File: src/rtl/bsg_mem_1rw_arb_init.sv
// Front-end controller for a single-port byte-masked memory wrapper.
// After reset (or a clear_i pulse) it writes init_val_p into every entry.
// It then shares the one port between two requesters using round-robin
// arbitration. Read data comes back one cycle after the read transfers.
module bsg_mem_1rw_arb_init #(
  parameter int                 width_p    = 64,
  parameter int                 els_p      = 512,
  parameter logic [width_p-1:0] init_val_p = '0,
  localparam int addr_width_lp = $clog2(els_p),
  localparam int mask_width_lp = width_p >> 3
) (
  input  logic                       clk_i,
  input  logic                       reset_n_i,
  input  logic                       clear_i,
  output logic                       init_done_o,
  input  logic [1:0]                 v_i,
  input  logic [1:0]                 w_i,
  input  logic [2*addr_width_lp-1:0] addr_i,
  input  logic [2*width_p-1:0]       data_i,
  input  logic [2*mask_width_lp-1:0] mask_i,
  output logic [1:0]                 ready_o,
  output logic [1:0]                 data_v_o,
  output logic [width_p-1:0]         data_o,
  output logic                       mem_v_o,
  output logic                       mem_w_o,
  output logic [addr_width_lp-1:0]   mem_addr_o,
  output logic [width_p-1:0]         mem_data_o,
  output logic [mask_width_lp-1:0]   mem_w_mask_o,
  input  logic [width_p-1:0]         mem_data_i
);

  typedef enum logic {eClear, eRun} state_e;

  // The terminal count is compared exactly, so non-power-of-2 depths never
  // wrap the counter or touch addresses beyond the array.
  localparam logic [addr_width_lp-1:0] lastAddrLp = addr_width_lp'(els_p - 1);

  state_e                   state_q;
  logic [addr_width_lp-1:0] cnt_q;
  logic                     last_q;
  logic [1:0]               data_v_q;

  logic       grant;
  logic       xfer;
  logic       rdXfer;
  logic [1:0] grantOneHot;

  // Round-robin pick: a lone requester wins; on contention the requester
  // that did not win last time gets the port.
  always_comb begin
    grant = 1'b0;
    unique case (v_i)
      2'b01:   grant = 1'b0;
      2'b10:   grant = 1'b1;
      2'b11:   grant = ~last_q;
      default: grant = 1'b0;
    endcase
  end

  assign grantOneHot = grant ? 2'b10 : 2'b01;
  assign ready_o     = ((state_q == eRun) && (|v_i)) ? grantOneHot : 2'b00;
  assign xfer        = |(v_i & ready_o);
  assign rdXfer      = xfer & ~(grant ? w_i[1] : w_i[0]);

  // Drive the memory port from the clear sequencer or from the granted requester.
  always_comb begin
    mem_v_o      = 1'b1;
    mem_w_o      = 1'b1;
    mem_addr_o   = cnt_q;
    mem_data_o   = init_val_p;
    mem_w_mask_o = '1;
    if (state_q == eRun) begin
      mem_v_o      = |v_i;
      mem_w_o      = grant ? w_i[1] : w_i[0];
      mem_addr_o   = grant ? addr_i[2*addr_width_lp-1:addr_width_lp]
                           : addr_i[addr_width_lp-1:0];
      mem_data_o   = grant ? data_i[2*width_p-1:width_p]
                           : data_i[width_p-1:0];
      mem_w_mask_o = grant ? mask_i[2*mask_width_lp-1:mask_width_lp]
                           : mask_i[mask_width_lp-1:0];
    end
  end

  // Control FSM. It sequences the clear, records the last grant, and tags
  // the read response that returns next cycle. A read accepted in the same
  // cycle as clear_i still gets its response.
  always_ff @(posedge clk_i or negedge reset_n_i) begin
    if (!reset_n_i) begin
      state_q  <= eClear;
      cnt_q    <= '0;
      last_q   <= 1'b1;
      data_v_q <= 2'b00;
    end else begin
      unique case (state_q)
        eClear: begin
          data_v_q <= 2'b00;
          if (cnt_q == lastAddrLp) begin
            cnt_q   <= '0;
            state_q <= eRun;
          end else begin
            cnt_q <= cnt_q + 1'b1;
          end
        end
        eRun: begin
          data_v_q <= rdXfer ? grantOneHot : 2'b00;
          if (xfer) begin
            last_q <= grant;
          end
          if (clear_i) begin
            state_q <= eClear;
            cnt_q   <= '0;
          end
        end
        default: begin
          state_q <= eClear;
          cnt_q   <= '0;
        end
      endcase
    end
  end

  assign init_done_o = (state_q == eRun);
  assign data_v_o    = data_v_q;
  assign data_o      = mem_data_i;

endmodule

File: config.mk
export PLATFORM = sky130hd
export DESIGN_NAME = bsg_mem_1rw_arb_init
export DESIGN_NICKNAME = d
export VERILOG_FILES = /design/src/rtl/bsg_mem_1rw_arb_init.sv
export SDC_FILE = /design/constraint.sdc
export NUM_CORES = 1
export LEC_CHECK = 0
export ABC_AREA = 1
export CAP_MARGIN = 30
export CORE_AREA = 10 10 141 143
export CTS_CLUSTER_SIZE = 12
export DETAILED_ROUTE_END_ITERATION = 7
export DIE_AREA = 0 0 151 153
export GPL_ROUTABILITY_DRIVEN = 0
export PLACE_DENSITY = 0.58
export SETUP_SLACK_MARGIN = 0.05
export SLEW_MARGIN = 20
export SYNTH_ARGS = -nofsm -noshare
export SYNTH_HDL_FRONTEND = slang
export SYNTH_SLANG_ARGS = --single-unit
File: constraint.sdc
create_clock -name clk_i -period 1.9 [get_ports clk_i]
set_input_delay 0.38 -clock clk_i [delete_from_list [all_inputs] [get_ports clk_i]]
set_output_delay 0.38 -clock clk_i [all_outputs]
set_load 0.01 [all_outputs]
### After elaboration in Yosys (flattened, before gate mapping)

Cells that the tools add are included.

| operators by class | value |
|---|---|
| bitwise operators | 5 |
| eq/ne operators | 4 |
| reductions and logical operators | 4 |
| add/sub/neg operators | 1 |
| mux-type cells | 20 |

Operators with widths:

| kind | count |
|---|---|
| $mux 64 | 2 |
| $mux 9 | 4 |
| $pmux 9 s2 | 1 |
| $mux 8 | 2 |
| $add 9x1->9 const B | 1 |
| $eq 9x9->1 const B | 1 |
| $mux 2 | 3 |
| $mux 1 | 5 |
| $eq 2x2->1 const B | 2 |
| $pmux 1 s2 | 2 |
| $pmux 2 s2 | 1 |
| $reduce_or 2->1 | 2 |
| $not 1->1 | 3 |
| $and 2x2->2 | 1 |
| $ne 2x2->1 const B | 1 |
| $reduce_and 2->1 | 1 |
| $and 1x1->1 | 1 |
| $logic_and 1x1->1 | 1 |

| storage, ports and cells | value |
|---|---|
| bits in registers | 13 |
| output and inout port bits | 152 |
| word-level logic and storage cells | 38 |

### Longest topological paths before layout

Gate-level depths: netlist of run 1.

| logic depth | value |
|---|---|
| depth in word-level cells | 9 |
| depth in mapped cells | 9 |
| gate-level depth less buffers | 8 |

### Worst setup path before layout of run 1

No wires, ideal clock.

| path | value |
|---|---|
| path type | register -> register |
| start | register cnt_q[0] |
| end | register cnt_q[2] |
| arrival | 1.495 ns |
| data required time | 1.817 ns |
| path slack | 0.323 ns |
| stages on the path, launching flop included | 8 |
| cells stage by stage | dfrtp_1 -> ha_1 -> nand3_1 -> nor2_1 -> ha_1 -> nor2_1 -> inv_1 -> o21ai_0 |

| on the way | value |
|---|---|
| word-level cells in the longest chain between the ends | 3 |
| elaborated cells between the ends (all ways) | 4 |
| those cells by class | add/sub: 1; eq/ne: 1; mux: 2 |

RTL lines:

| what | RTL line | RTL |
|---|---|---|
| start, declared | 39 | `logic [addr_width_lp-1:0] cnt_q;` |
| start signal, assigned | 101 | `cnt_q <= cnt_q + 1'b1;` |
| $add 9x1->9 or $eq 9x9->1 (tied branches) | 101, 97 |  |
| $mux 9 * | 97 | `if (cnt_q == lastAddrLp) begin` |
| $pmux 9 s2 * | 94 | `unique case (state_q)` |

Mark *: on every way between the ends. The rest lies on a longest branch, timed or not.
A chain may end at the register's enable or synchronous reset.

### Worst setup path in the final report of run 1

| path | value |
|---|---|
| start | register last_q |
| end | output mem_data_o[13] |

| on the way | value |
|---|---|
| word-level cells in the longest chain between the ends | 4 |

RTL lines:

| what | RTL line | RTL |
|---|---|---|
| start, declared | 40 | `logic last_q;` |
| start signal, assigned | 107 | `last_q <= grant;` |
| $not 1->1 | 55 | `2'b11: grant = ~last_q;` |
| $pmux 1 s2 | 52 | `unique case (v_i)` |
| $mux 64 | 77 | `mem_data_o = grant ? data_i[2*width_p-1:width_p]` |
| $mux 64 | 72 | `if (state_q == eRun) begin` |
| end, declared | 27 | `output logic [width_p-1:0] mem_data_o,` |

Every way passes these cells.

==> metrics.md, run 1 <==
| Metric | Value |
|---|---|
| Status | `complete, but fails checks` |
| Failing checks | `negative setup slack` |
| Hold/Removal Path Class | `in2async` |
| Total wire length | `16740 um` |
| CTS H-Tree Depth | `1` |
| DR vias | `roughly 3600` |
| Post-synthesis sequential area ratio | `13.52%` |
| Post-route ant nets | `0` |
| Worst-margin pin slew | `0.3710 ns` |
| Io pins | `385` |
| Drt initial violations | `193` |
| Dominant cell type by area after synthesis | `nor2_1` |
| Pre-CTS WS | `-0.6863 ns` |
| Relative slew slack | `75.24%` |
| Final Skew | `0.003797 ns` |
| Yosys top cell area share | `21.14%` |
| Final std cells w/o fill | `a little under 900` |
| Critical Path Fanout Max | `13` |
| Avg WL per Cell | `approximately 19 um` |
| TritonRoute pass-1 iters | `4` |
| PD cells | `528.9 nW/um2` |
| Total power | `3.101 mW` |
| Port buffer count | `256` |
| DR vias/cell | `4.114` |
| Worst r2r path cells | `7` |
| Achievable clock frequency | `0.4748 GHz` |
| Post-Synthesis Cell Area | `2415 um2` |
| CP arrival | `1.73 ns` |
| Vias in the first global route | `3678` |
| Clock transition at the registers of the reported paths | `0.05 ns` |
| Dominant cells by area after synthesis | `nor2_1, buf_4, o21ai_0, dfrtp_1, nand2_1` |
| Root Driver | `clkbuf_16` |
| Layout cells sized above 1 | `39.32%` |
| Overall Global Routing Usage | `13.34%` |
| Die footprint | `23100 um2` |
| Critical path type | `reg2out` |
| Clock Path Buffers | `2` |
| Die height | `153 um` |
| Worst EP required | `1.52 ns` |
| Cell variety after synth | `24` |
| Core area | `17060 um2` |
| Antenna cells | `0` |
| Total of max-cap violations | `0` |
| Setup-failing EPs final | `84` |
| Cts bufs inserted | `3` |
| Mapped Nets | `between 600 and 700` |
| Clock Latency Late Sink | `0.24 ns` |
| Slew Viols, Final | `0` |
| GRT overflow | `0` |
| Fillers | `1851` |
| CP Launch Type | `flop` |
| DR DRC count | `0` |
| Yosys reg bits | `13` |
| DP HPWL | `approximately 12000 um` |
| Rows | `48` |
| Placed cell count | `849` |
| Max IR drop VDD | `~0.0004 V` |
| Die span in x | `roughly 150 um` |
| CTS Hold Bufs | `0` |
| Largest net degree at the start of global routing | `25` |
| First-pass GRT wire length | `between 20000 and 25000 um` |
| Synth-to-layout area growth | `142.7%` |
| Final WS setup | `-0.2061 ns` |
| Antenna violations before repair | `1` |
| RSZ-0062 raised after global routing | `true` |
| Leak Pwr | `2.548 nW` |
| Count of nets after finishing | `a little under 900` |
| Clock period minus worst slack | `2.106 ns` |
| CTS sink cnt | `13` |
| Period utilisation layout | `110.8%` |
| Synth Warn # | `0` |
| Final number of hold-violating endpoints | `0` |
| Synthesized instance count | `430` |
| Syn Area/Cell | `5.616 um2` |
| CP Capture Type | `output port` |
| CTS tree | `yes` |
| Initial Utilization | `14.16%` |
sequential cells by signal (all words and copies together), names as in the netlist:
register / flops
init_done_o: 1
cnt_q: 9
last_q: 1
data_v_o: 2
cell usage after synthesis:
| library cell | count |
|---|---|
| nor2_1 | 136 |
| buf_4 | 65 |
| o21ai_0 | 64 |
| nand2_1 | 50 |
| a21oi_1 | 19 |
| nand3_1 | 17 |
| buf_2 | 12 |
| dfrtp_1 | 12 |
| nor2_2 | 12 |
| inv_1 | 10 |
| clkbuf_1 | 9 |
| o21ai_1 | 6 |
| buf_6 | 5 |
| a22o_1 | 2 |
| ha_1 | 2 |
| buf_8 | 1 |
| dfstp_2 | 1 |
| inv_2 | 1 |
| nand2_2 | 1 |
| nand2_4 | 1 |
| nand4_1 | 1 |
| nor3_1 | 1 |
| nor3_2 | 1 |
| xnor2_1 | 1 |
placed cells by master (no fill, tap or decap):
cell type        count
clkbuf_16            5
nand4_1              1
nor2_1              86
clkbuf_1             1
dfrtp_2              1
nand2_1             33
nand2_4             17
dlymetal6s2s_1       1
buf_8                4
nand2_2              2
nor2_4              44
nor2_2              18
ha_1                 2
nand3_2              8
o21ai_0             41
o21ai_2              9
buf_4               17
dfstp_2              1
buf_6               15
inv_1               10
nor3_1               1
nand3_1              9
a22o_1               2
xnor2_1              1
clkinv_16            1
clkdlybuf4s50_1    168
a21oi_2             14
dfrtp_1             11
dlygate4sd2_1        3
buf_12              11
o21ai_1             20
bufbuf_16            3
buf_2               74
nor3_2               1
buf_16              11
a21oi_1              5
critical path, stage by stage, from the launching register on:
cell and delay, ns:
dfstp_2 0.54, nand2_2 0.06, nand2_4 0.09, buf_12 0.13, clkinv_16 0.08, bufbuf_16 0.29
nor2_1 0.08, nor2_1 0.06, buf_2 0.14
metrics by stage:
stage / util [%] / hold WS [ns] / area (um2) / setup TNS [ns]
after floorplan: - / 0.08441 / 2415 / 0
after global placement: 29.00 / 0.4767 / 4946 / -51.93
after detailed placement: 29.00 / 0.4807 / 4946 / -52.04
after CTS: 32.01 / 0.4466 / 5460 / -15.76
after global routing: 34.37 / 0.4575 / 5862 / -20.21
final: 34.37 / 0.4428 / 5862 / -13.86
repair_timing:
item / 4_1_cts / 5_1_grt
gates resized for setup: 470 / 91
pin swaps: 23 / 15
cloned: 12 / 2
setup endpoints to repair: 86 / 86
setup buffers: 9 / 0
area by class of cell:
type	instances	area [um2]	area share, %
Sequential cell	13	327.8	5.592
Inverter	11	67.56	1.153
Tap cell	225	281.5	4.803
Multi-Input combinational cell	314	1988	33.92
Timing Repair Buffer	309	3118	53.19
Clock buffer	4	78.83	1.345
routing by layer:
| layer | routed length (um) | track usage (%) |
|---|---|---|
| met5 | 12 | 0 |
| met4 | 517 | 4.539 |
| met3 | 1283 | 3.750 |
| met2 | 8760 | 24.03 |
| met1 | 6162 | 14.46 |
cells by family (layout without fill, tap and decap cells):
| group | Yosys count | count (layout) | synth area share [%] |
|---|---|---|---|
| AND/OR/NAND/NOR | 220 | 220 | 37.15 |
| buffers and inverters | 103 | 324 | 28.76 |
| AO/OA/AOI/OAI | 91 | 91 | 19.17 |
| XOR/XNOR | 1 | 1 | 0.3628 |
| flip-flops | 13 | 13 | 13.52 |
| adder cells (fa/ha/maj) | 2 | 2 | 1.036 |
power by group:
part	switching, mW	internal, mW	leakage [nW]
registers	0.123	0.363	0.166
clock network	0.117	0.283	0.0382
logic	1.03	1.18	2.34
worst paths after layout:
check / start / to / slack [ns]
max reg2reg: cnt_q[0] / cnt_q[1] / 0.25
max in group asynchronous: reset_n_i / last_q / 1.21
min reg2reg: last_q / last_q / 0.49
min in group clk_i: last_q / last_q / 0.49
min: reset_n_i / cnt_q[5] / 0.44
max: last_q / mem_data_o[13] / -0.21
No activity file was read; power rests on OpenSTA's default activity.
==> run 2, diff against run 1 <==
CORE_AREA = 2 2 150 152   (was 10 10 141 143)
DIE_AREA = 0 0 152 154   (was 0 0 151 153)
MAX_ROUTING_LAYER = met4   (was not set)
PLACE_DENSITY = 0.48   (was 0.58)
REMOVE_ABC_BUFFERS = 1   (was not set)
==> run 2 against run 1 <==
The run still ends with negative setup slack left; setup slack got worse by 0.11 ns; register-to-register slack improved by 0.02 ns; final cell count rose by 9.4%; clock power rose by 1%; global-route usage rose by 9.2 points; critical path depth rose by 2; critical endpoint is now mem_data_o[38]; largest cell class unchanged; largest power group unchanged.
==> metrics.md, run 2 (synthesized netlist as in run 1, its figures left out) <==
| Metric | Value |
|---|---|
| Status | `complete, but fails checks` |
| Failing checks | `negative setup slack` |
| Setup-failing EPs final | `83` |
| Register name with the most flops | `cnt_q` |
| DR vias/cell | `4.071` |
| Rows | `between 50 and 60` |
| Die span in x | `~150 um` |
| Drt initial violations | `between 200 and 250` |
| Total of max-cap violations | `0` |
| First-pass GRT wire length | `between 30000 and 40000 um` |
| Max IR drop VDD | `around 0.00030 V` |
| Pre-CTS WS | `-0.9287 ns` |
| Count of nets after finishing | `914` |
| DR vias | `3900` |
| Fin area | `roughly 6400 um2` |
| Placed cell count | `slightly above 900` |
| Clock period minus worst slack | `2.211 ns` |
| CTS Hold Bufs | `0` |
| Hold/Removal Path Class | `in2async` |
| Largest net degree at the start of global routing | `33` |
| Cells along the critical path | `nand2_4 > nand2_8 > buf_12 > inv_16 > buf_12 > buf_12 > buf_6 > nor2_4 > nor2_4 > buf_6` |
| Clock transition at the registers of the reported paths | `0.05 ns` |
| Max reg flops | `9` |
| CP Launch Type | `flop` |
| Worst r2r path cells | `8` |
| Most frequent cells in the layout | `clkdlybuf4s50_1, nor2_1, buf_6, nor2_2, buf_2` |
| Clk pwr share | `11.9%` |
| Sw Pwr | `about 1.4 mW` |
| Period utilisation layout | `116.4%` |
| Slowest stage cell, crit path | `dfstp_2` |
| Io pins | `385` |
| Layout cells sized above 1 | `46.90%` |
| Vias in the first global route | `3924` |
| Net Sw Frac | `41.82%` |
| GRT overflow | `0` |
| Avg WL per Cell | `28.31 um` |
| CTS tree | `yes` |
| Die footprint | `23410 um2` |
| Final std cells w/o fill | `958` |
| Clock Path Buffers | `2` |
| Final number of hold-violating endpoints | `0` |
| CP most frequent cell | `buf_12` |
| CTS H-Tree Depth | `1` |
| Total power | `3.403 mW` |
| Root Driver | `clkbuf_16` |
| CP Capture Type | `output port` |
| Overall Global Routing Usage | `22.57%` |
| CP arrival | `1.83 ns` |
| Critical path type | `reg2out` |
| DP HPWL | `21700 um` |
| P_int | `1.980 mW` |
| Setup crit start | `last_q` |
| Leak Pwr | `2.630 nW` |
| TritonRoute pass-1 iters | `6` |
| Worst r2r dst | `cnt_q[1]` |
| DR DRC count | `0` |
| Die height | `154 um` |
| Relative slew slack | `65.55%` |
| Largest stage delay on the critical path | `0.55 ns` |
| Post-route ant nets | `0` |
| Cts bufs inserted | `3` |
| RSZ-0062 raised after global routing | `true` |
| DP Area | `5005 um2` |
| Antenna violations before repair | `0` |
| Critical Path Fanout Max | `8` |
| Hold_ws | `0.4433 ns` |
| Achievable clock frequency | `0.4522 GHz` |
| Synth-to-layout area growth | `165.1%` |
| CTS sink cnt | `13` |
| R2R setup slack | `0.27 ns` |
| Most common cell after layout, fill and taps aside | `clkdlybuf4s50_1` |
| Worst EP required | `approximately 1.5 ns` |
| Final Skew | `0.003719 ns` |
| Final WS setup | `-0.3113 ns` |
| Total wire length | `27120 um` |
| Proportion of power drawn by flip-flops and latches | `14.0%` |
| Clock Latency Late Sink | `between 0.2 and 0.25 ns` |
| Worst-margin pin slew | `between 0.5 and 0.6 ns` |
| Crit path to | `mem_data_o[38]` |
| Antenna cells | `0` |
| Initial Utilization | `11.13%` |
| Slew Viols, Final | `0` |
| Combinational Power Share | `74.1%` |
| PD cells | `between 500 and 600 nW/um2` |
| Port buffer count | `256` |
| Reg-to-Reg Start | `cnt_q[3]` |
| Core area | `21690 um2` |
[run 2: changes by cell type in the layout (fill, tap and decap cells not counted), sizes merged]
cell          before  now
dlygate4sd2        3    4
clkinv             1    0
bufbuf             3    0
clkbuf             6    5
buf              132  163
inv               10   11
dlymetal6s2s       1    0
[run 2: worst max-delay path: cells and delay by family, from the launching register on]
family        cells  cell delay, ns
buf+inv           6            0.69
flops             1            0.55
simple gates      4            0.32
[run 2: worst min-delay path by stage]
| stage | cells after the start | end | start |
|---|---|---|---|
| floorplan | 0 | cnt_q[0] | reset_n_i |
| global placement | 2 | last_q | last_q |
| detailed placement | 2 | last_q | last_q |
| CTS | 2 | data_v_o[1] | reset_n_i |
| global route | 2 | data_v_o[1] | reset_n_i |
| finish | 2 | data_v_o[1] | reset_n_i |
[run 2: per-layer routing]
layer  GRT usage [%]  vias to the layer above  wire length, um
met4          0.6676                        0               61
met3           23.48                        6             5881
li1                -                     1812                -
met5               -                        -                0
met2           32.73                      297            11420
met1           22.34                     1785             9753
[run 2: layout make-up]
type,instances,area [um2]
fill,2302,15290
timing repair buffer,336,3498
multi-input combinational,314,2088
tap,280,350.3
sequential,13,327.8
clock buffer,4,78.83
inverter,11,57.56
[run 2: metrics by stage]
step / util (%) / TNS (ns)
detailed placement: 23.08 / -53.19
global placement: 23.08 / -53.59
global route: 29.51 / -21.10
CTS: 27.07 / -20.18
floorplan: - / -38.25
finish: 29.51 / -14.78
[run 2: repair_timing]
action / CTS / global route
pin swaps: 37 / 36
resized for setup: 472 / 170
setup buffers: 28 / 15
setup endpoints to repair: 86 / 84
cloned: 13 / 1
[run 2: power groups by stage]
stage / sequential (mW) / combinational (mW) / clock, mW
finish: 0.477 / 2.52 / 0.404
global route: 0.498 / 2.71 / 0.432
detailed placement: 0.478 / 1.79 / 0
CTS: 0.478 / 2.32 / 0.419
floorplan: 0.473 / 0.615 / 0
global placement: 0.475 / 1.80 / 0
